`src/rtl/comm_pkg.sv`:
```
// Shared constants and FSM state encoding for the host-side PUF stream interface.
package comm_pkg;

  localparam int DATA_W   = 128;
  localparam int TX_BEATS = 4;
  localparam int RX_BEATS = 3;

  typedef enum logic [2:0] {
    IDLE = 3'd0,
    SEND = 3'd1,
    WAIT = 3'd2,
    RECV = 3'd3,
    DONE = 3'd4
  } state_t;

endpackage

```
`src/rtl/comm_host_if.sv`:
```
// Host side of the PUF buffer: serializes a 512-bit command MSB-first onto tx_*,
// reassembles a 384-bit response from rx_*, flags framing errors and response timeouts.
module comm_host_if
  import comm_pkg::*;
#(
  parameter int TO_W = 16
) (
  input  logic                         clk,
  input  logic                         resetn,
  input  logic                         cmd_valid,
  output logic                         cmd_ready,
  input  logic [DATA_W*TX_BEATS-1:0]   cmd_data,
  output logic [DATA_W-1:0]            tx_TDATA,
  output logic                         tx_TVALID,
  input  logic                         tx_TREADY,
  output logic                         tx_TLAST,
  input  logic [DATA_W-1:0]            rx_TDATA,
  input  logic                         rx_TVALID,
  output logic                         rx_TREADY,
  input  logic                         rx_TLAST,
  output logic                         rsp_valid,
  input  logic                         rsp_ready,
  output logic [DATA_W*RX_BEATS-1:0]   rsp_data,
  output logic                         rsp_err,
  output logic                         rsp_to,
  output logic                         busy,
  output state_t                       dbg_state
);

  localparam int CMD_W  = DATA_W * TX_BEATS;
  localparam int RSP_W  = DATA_W * RX_BEATS;
  localparam int BEAT_W = $clog2(TX_BEATS);
  localparam int RXC_W  = $clog2(RX_BEATS);
  localparam logic [BEAT_W-1:0] TX_LAST_BEAT = BEAT_W'(TX_BEATS - 1);
  localparam logic [RXC_W-1:0]  RX_LAST_BEAT = RXC_W'(RX_BEATS - 1);
  // Counter value one short of all-ones: the idle cycle that takes it to all-ones is the timeout.
  localparam logic [TO_W-1:0]   TO_PRE = {{(TO_W-1){1'b1}}, 1'b0};

  // Handshakes: a beat moves on a rising edge where both valid and ready are high.
  // tx_TVALID/tx_TDATA are pure state decodes, so they never depend on tx_TREADY.

  state_t              state, state_nxt;
  logic [CMD_W-1:0]    sreg;
  logic [BEAT_W-1:0]   beat_cnt;
  logic [RXC_W-1:0]    rx_cnt;
  logic [TO_W-1:0]     to_cnt;
  logic [RSP_W-1:0]    rsp_q;
  logic                err_q;
  logic                to_q;
  logic                cmd_ready_q;

  logic in_rx;
  logic cmd_hs;
  logic tx_hs;
  logic rx_hs;
  logic rx_bad;
  logic to_hit;

  assign in_rx  = (state == WAIT) || (state == RECV);
  assign cmd_hs = cmd_valid && cmd_ready_q;
  assign tx_hs  = (state == SEND) && tx_TREADY;
  assign rx_hs  = in_rx && rx_TVALID;
  assign rx_bad = rx_hs && (rx_TLAST != (rx_cnt == RX_LAST_BEAT));
  assign to_hit = in_rx && !rx_TVALID && (to_cnt == TO_PRE);

  always_comb begin
    state_nxt = state;
    case (state)
      IDLE: if (cmd_hs) state_nxt = SEND;
      SEND: if (tx_hs && (beat_cnt == TX_LAST_BEAT)) state_nxt = WAIT;
      WAIT, RECV: begin
        if (rx_hs) begin
          if (rx_TLAST || (rx_cnt == RX_LAST_BEAT)) state_nxt = DONE;
          else                                      state_nxt = RECV;
        end else if (to_hit) begin
          state_nxt = DONE;
        end
      end
      DONE: if (rsp_ready) state_nxt = IDLE;
      default: state_nxt = IDLE;
    endcase
  end

  // cmd_ready is a register so that it reads 0 while reset is asserted.
  always_ff @(posedge clk or negedge resetn) begin
    if (!resetn) begin
      state       <= IDLE;
      cmd_ready_q <= 1'b0;
      sreg        <= '0;
      beat_cnt    <= '0;
      rx_cnt      <= '0;
      rsp_q       <= '0;
      err_q       <= 1'b0;
      to_q        <= 1'b0;
    end else begin
      state       <= state_nxt;
      cmd_ready_q <= (state_nxt == IDLE);
      if (cmd_hs) begin
        sreg     <= cmd_data;
        beat_cnt <= '0;
        rx_cnt   <= '0;
        rsp_q    <= '0;
        err_q    <= 1'b0;
        to_q     <= 1'b0;
      end
      if (tx_hs) begin
        sreg     <= sreg << DATA_W;
        beat_cnt <= beat_cnt + BEAT_W'(1);
      end
      if (rx_hs) begin
        rsp_q  <= {rsp_q[RSP_W-DATA_W-1:0], rx_TDATA};
        rx_cnt <= rx_cnt + RXC_W'(1);
      end
      if (rx_bad) err_q <= 1'b1;
      if (to_hit) to_q  <= 1'b1;
    end
  end

  always_ff @(posedge clk or negedge resetn) begin
    if (!resetn) begin
      to_cnt <= '0;
    end else if (rx_hs || ((state == SEND) && (state_nxt == WAIT))) begin
      to_cnt <= '0;
    end else if (in_rx) begin
      to_cnt <= to_cnt + TO_W'(1);
    end
  end

  assign cmd_ready = cmd_ready_q;
  assign tx_TVALID = (state == SEND);
  assign tx_TDATA  = sreg[CMD_W-1 -: DATA_W];
  assign tx_TLAST  = (state == SEND) && (beat_cnt == TX_LAST_BEAT);
  assign rx_TREADY = in_rx;
  assign rsp_valid = (state == DONE);
  assign rsp_data  = rsp_q;
  assign rsp_err   = err_q;
  assign rsp_to    = to_q;
  assign busy      = (state != IDLE);
  assign dbg_state = state;

endmodule

```
`config.mk`:
```
export PLATFORM = sky130hd
export DESIGN_NAME = comm_host_if
export DESIGN_NICKNAME = d
export VERILOG_FILES = /design/src/rtl/comm_pkg.sv /design/src/rtl/comm_host_if.sv
export SDC_FILE = /design/constraint.sdc
export NUM_CORES = 2
export LEC_CHECK = 0
export BUFFER_PORTS_ARGS = -buffer_cell sky130_fd_sc_hd__buf_2
export CORE_AREA = 2 2 459 461
export DETAILED_ROUTE_END_ITERATION = 7
export DIE_AREA = 0 0 461 463
export GPL_ROUTABILITY_DRIVEN = 0
export HOLD_SLACK_MARGIN = 0.08
export SLEW_MARGIN = 20
export SYNTH_ARGS = -nofsm -noshare
export SYNTH_HDL_FRONTEND = slang
export SYNTH_SLANG_ARGS = --single-unit
```
`constraint.sdc`:
```
create_clock -name clk -period 2 [get_ports clk]
set_clock_uncertainty 0.15 [all_clocks]
set_input_delay 0.1 -clock clk [delete_from_list [all_inputs] [get_ports clk]]
set_output_delay 0.1 -clock clk [all_outputs]
set_load 0.01 [all_outputs]
```
==> results.toml <==
[synthesis]
yosysMostFrequentCell = "nand2_1"
syn_inst = 4602
synth_area_leader_cell = "dfrtp_1"
yosysWarnings = 0
synth_top_area_share_pct = 58.5
ys_dominant_reg_cell = "dfrtp_1"
synth_cell_type_count = 38
synth_commonest_cells = "1815 x nand2_1, 922 x dfrtp_1, 397 x nand3_1"
synth_edf_count = 0
avgSynthCellArea_um2 = 8.58
yosys_register_bits = 922
synth_area_um2 = 39500
ys_async_sr_fraction_pct = 100
synth_seq_area_share_pct = 58.5
synth_nets = 5254
ys_top_cells_by_area = "dfrtp_1 58%, nand2_1 17%, a31oi_1 6.2%, nand3_1 5.0%, nor2_1 3.7%"

[finish]
drive_above_1_share_pct = 25.9
nets = 7634
fin_area_um2 = 68200
syn_to_final_growth_pct = 72.8
nFillCells = 20700
fin_cells = 9981
register_area_um2 = 23100
multi_input_area_um2 = 14700

[critical_path]
cp_max_fo = 23
crit_path_start_kind = "flip-flop"
critPathTopFamily = "buffers and inverters"
cp_cell_sequence = "nor3b_4, buf_6, nand2_8, buf_12, clkbuf_16, clkbuf_16, a31oi_2"
cpPeakStageDelay_ps = 430
critPathKind = "flip-flop to flip-flop"
cp.required_ps = 2490
critPathBufInv = 4
cp_slowest_cell = "dfrtp_1"
cpMostUsedCell = "clkbuf_16"
crit_path_end_kind = "flip-flop"
arrival_ps = 2570

[outcome]
status = "finished, violations left"
violations = "setup timing"

[route]
routedWlPerCell_um = 22.9
drt-total-wl_mm = 229
via_per_inst = 4.66
dr.pass1.iters = 7
vias = 46500
drt-initial-drc-count = 5220
ant_nets = 0
post-route-drc-count = 0

[die]
die_w_um = 461
die_y_um = 463
initial_core_util_pct = 18.9
io_pins = 1170
rows = 168
core_um2 = 209000
dieArea_um2 = 213000

[place]
place_inst = 8343
hpwl_mm = 151
place_area_um2 = 49100
io_buffer_count = 1169

[global_route]
grt_max_degree = 93
antenna_found_initial = 138
grt_pass1_vias = 45700
grt_pass1_wl_mm = 308
track_usage_pct = 19.5
grt-ovfl-total = 0

[timing]
relSlewSlack_pct = 62.3
finalWorstSetupSlack_ps = -81.9
finalHoldViolations = 0
report.final.slew_viol_count = 0
setup_viol = 79
fmax_mhz = 480
rsz0062_at_grt = "true"
fin_crit_sh_pct = 104
tightest_slew_ps = 566
period_minus_slack_ps = 2080

[clocking]
clock-root-buffer = "clkbuf_16"
clk_pin_slew_ps = 70
clock_latency_ps = 800
tritoncts = "built"
htreeDepth = 3
cts_made_buffers = 107
clock-sinks = 922
clockBufferDepth = 3

[power]
leakagePower_uw = 0.0337
totalPowerFinal_uw = 86600
p_per_area_nw_per_um2 = 1270
vdd_drop_max_uv = 888

[hold_path]
min_path_type = "input port to flip-flop"

[flow_run]
drv_cap = 0
-- layer usage --
metal	wire, um	global-route usage, %	vias up
met5	277	0	-
met4	17100	11.8	46
met3	28000	8.15	1014
met2	98300	29.8	3121
met1	85000	22.5	22400
li1	-	-	19900
-- area by class of cell --
cell class              instances  area share [%]
flip-flops and latches        922            33.8
multi-input cells            3195            21.5
clock buffers                 146            4.57
repair buffers               2750            33.4
diodes                        103           0.378
clock inverters                54            1.09
inverters                       6          0.0330
well taps                    2805            5.15
-- tightest hold or removal path, cell delays in order --
cell and delay, ps:
dlygate4sd3_1 600, buf_2 160, nand2_1 60, a21oi_1 50
-- path summary, 6_finish.rpt --
check / endpoint / cells after the start / slack (ps) / start
setup / recovery: sreg[287]$_DFFE_PN0P_ / 7 / -80 / dbg_state[1]$_DFF_PN0_
hold reg to reg: rsp_data[235]$_DFFE_PN0P_ / 2 / 300 / rsp_data[107]$_DFFE_PN0P_
min in group asynchronous: sreg[476]$_DFFE_PN0P_ / 4 / 470 / resetn
setup reg to reg: sreg[287]$_DFFE_PN0P_ / 7 / -80 / dbg_state[1]$_DFF_PN0_
max in group asynchronous: sreg[249]$_DFFE_PN0P_ / 6 / 340 / resetn
hold / removal: sreg[65]$_DFFE_PN0P_ / 4 / 120 / cmd_data[65]
-- cell families after synthesis --
logic type / after synthesis / share of synthesized area, %
AOI/OAI and AO/OA: 558 / 8.42
DFF: 922 / 58.5
buffers and inverters: 485 / 6.40
and+or+nand+nor: 2630 / 26.5
adders and majority gates: 5 / 0.159
xor gates and xnor gates: 2 / 0.0444
-- power breakdown --
part | switching, uW | internal [uW] | total, uW
clock | 9220 | 12300 | 21600
sequential | 6330 | 25700 | 32000
combinational | 19400 | 13700 | 33100
total | 35000 | 51700 | 86600
-- sequential cells by signal, indices dropped and copies added (netlist names) --
signal / cells
rsp_to: 1
dbg_state: 3
rx_cnt: 2
rsp_data: 384
cmd_ready: 1
sreg: 512
to_cnt: 16
rsp_err: 1
beat_cnt: 2
-- cell usage in the layout (no fill, tap or decap), types with 131 or more instances in the layout --
master,instances
a21oi_1,131
a31oi_1,358
buf_2,1162
buf_4,168
clkbuf_16,135
dfrtp_1,921
dlygate4sd3_1,1264
nand2_1,1808
nand3_1,355
nor2_1,325
-- through the flow --
stage	worst slack, ps	hold WS [ps]	TNS [ps]	utilization, %
global route	-168	98.4	-13800	32.7
CTS	-174	80.0	-650	31.6
detailed placement	-52.6	-111	-1760	23.6
finish	-81.9	119	-2290	32.7
floorplan	82.7	-346	0	-
global placement	-11.9	-110	-83.1	23.6
-- timing repair --
action                                  in CTS  in global routing
hold endpoints to repair                  1844                  0
cloned                                       3                 35
gates resized for setup                     30                223
setup buffers                               10                 22
pin swaps                                    3                 17
hold buffers                              1265                  0
endpoints found under the setup margin     103                207
(Power assumes the default switching activity.)
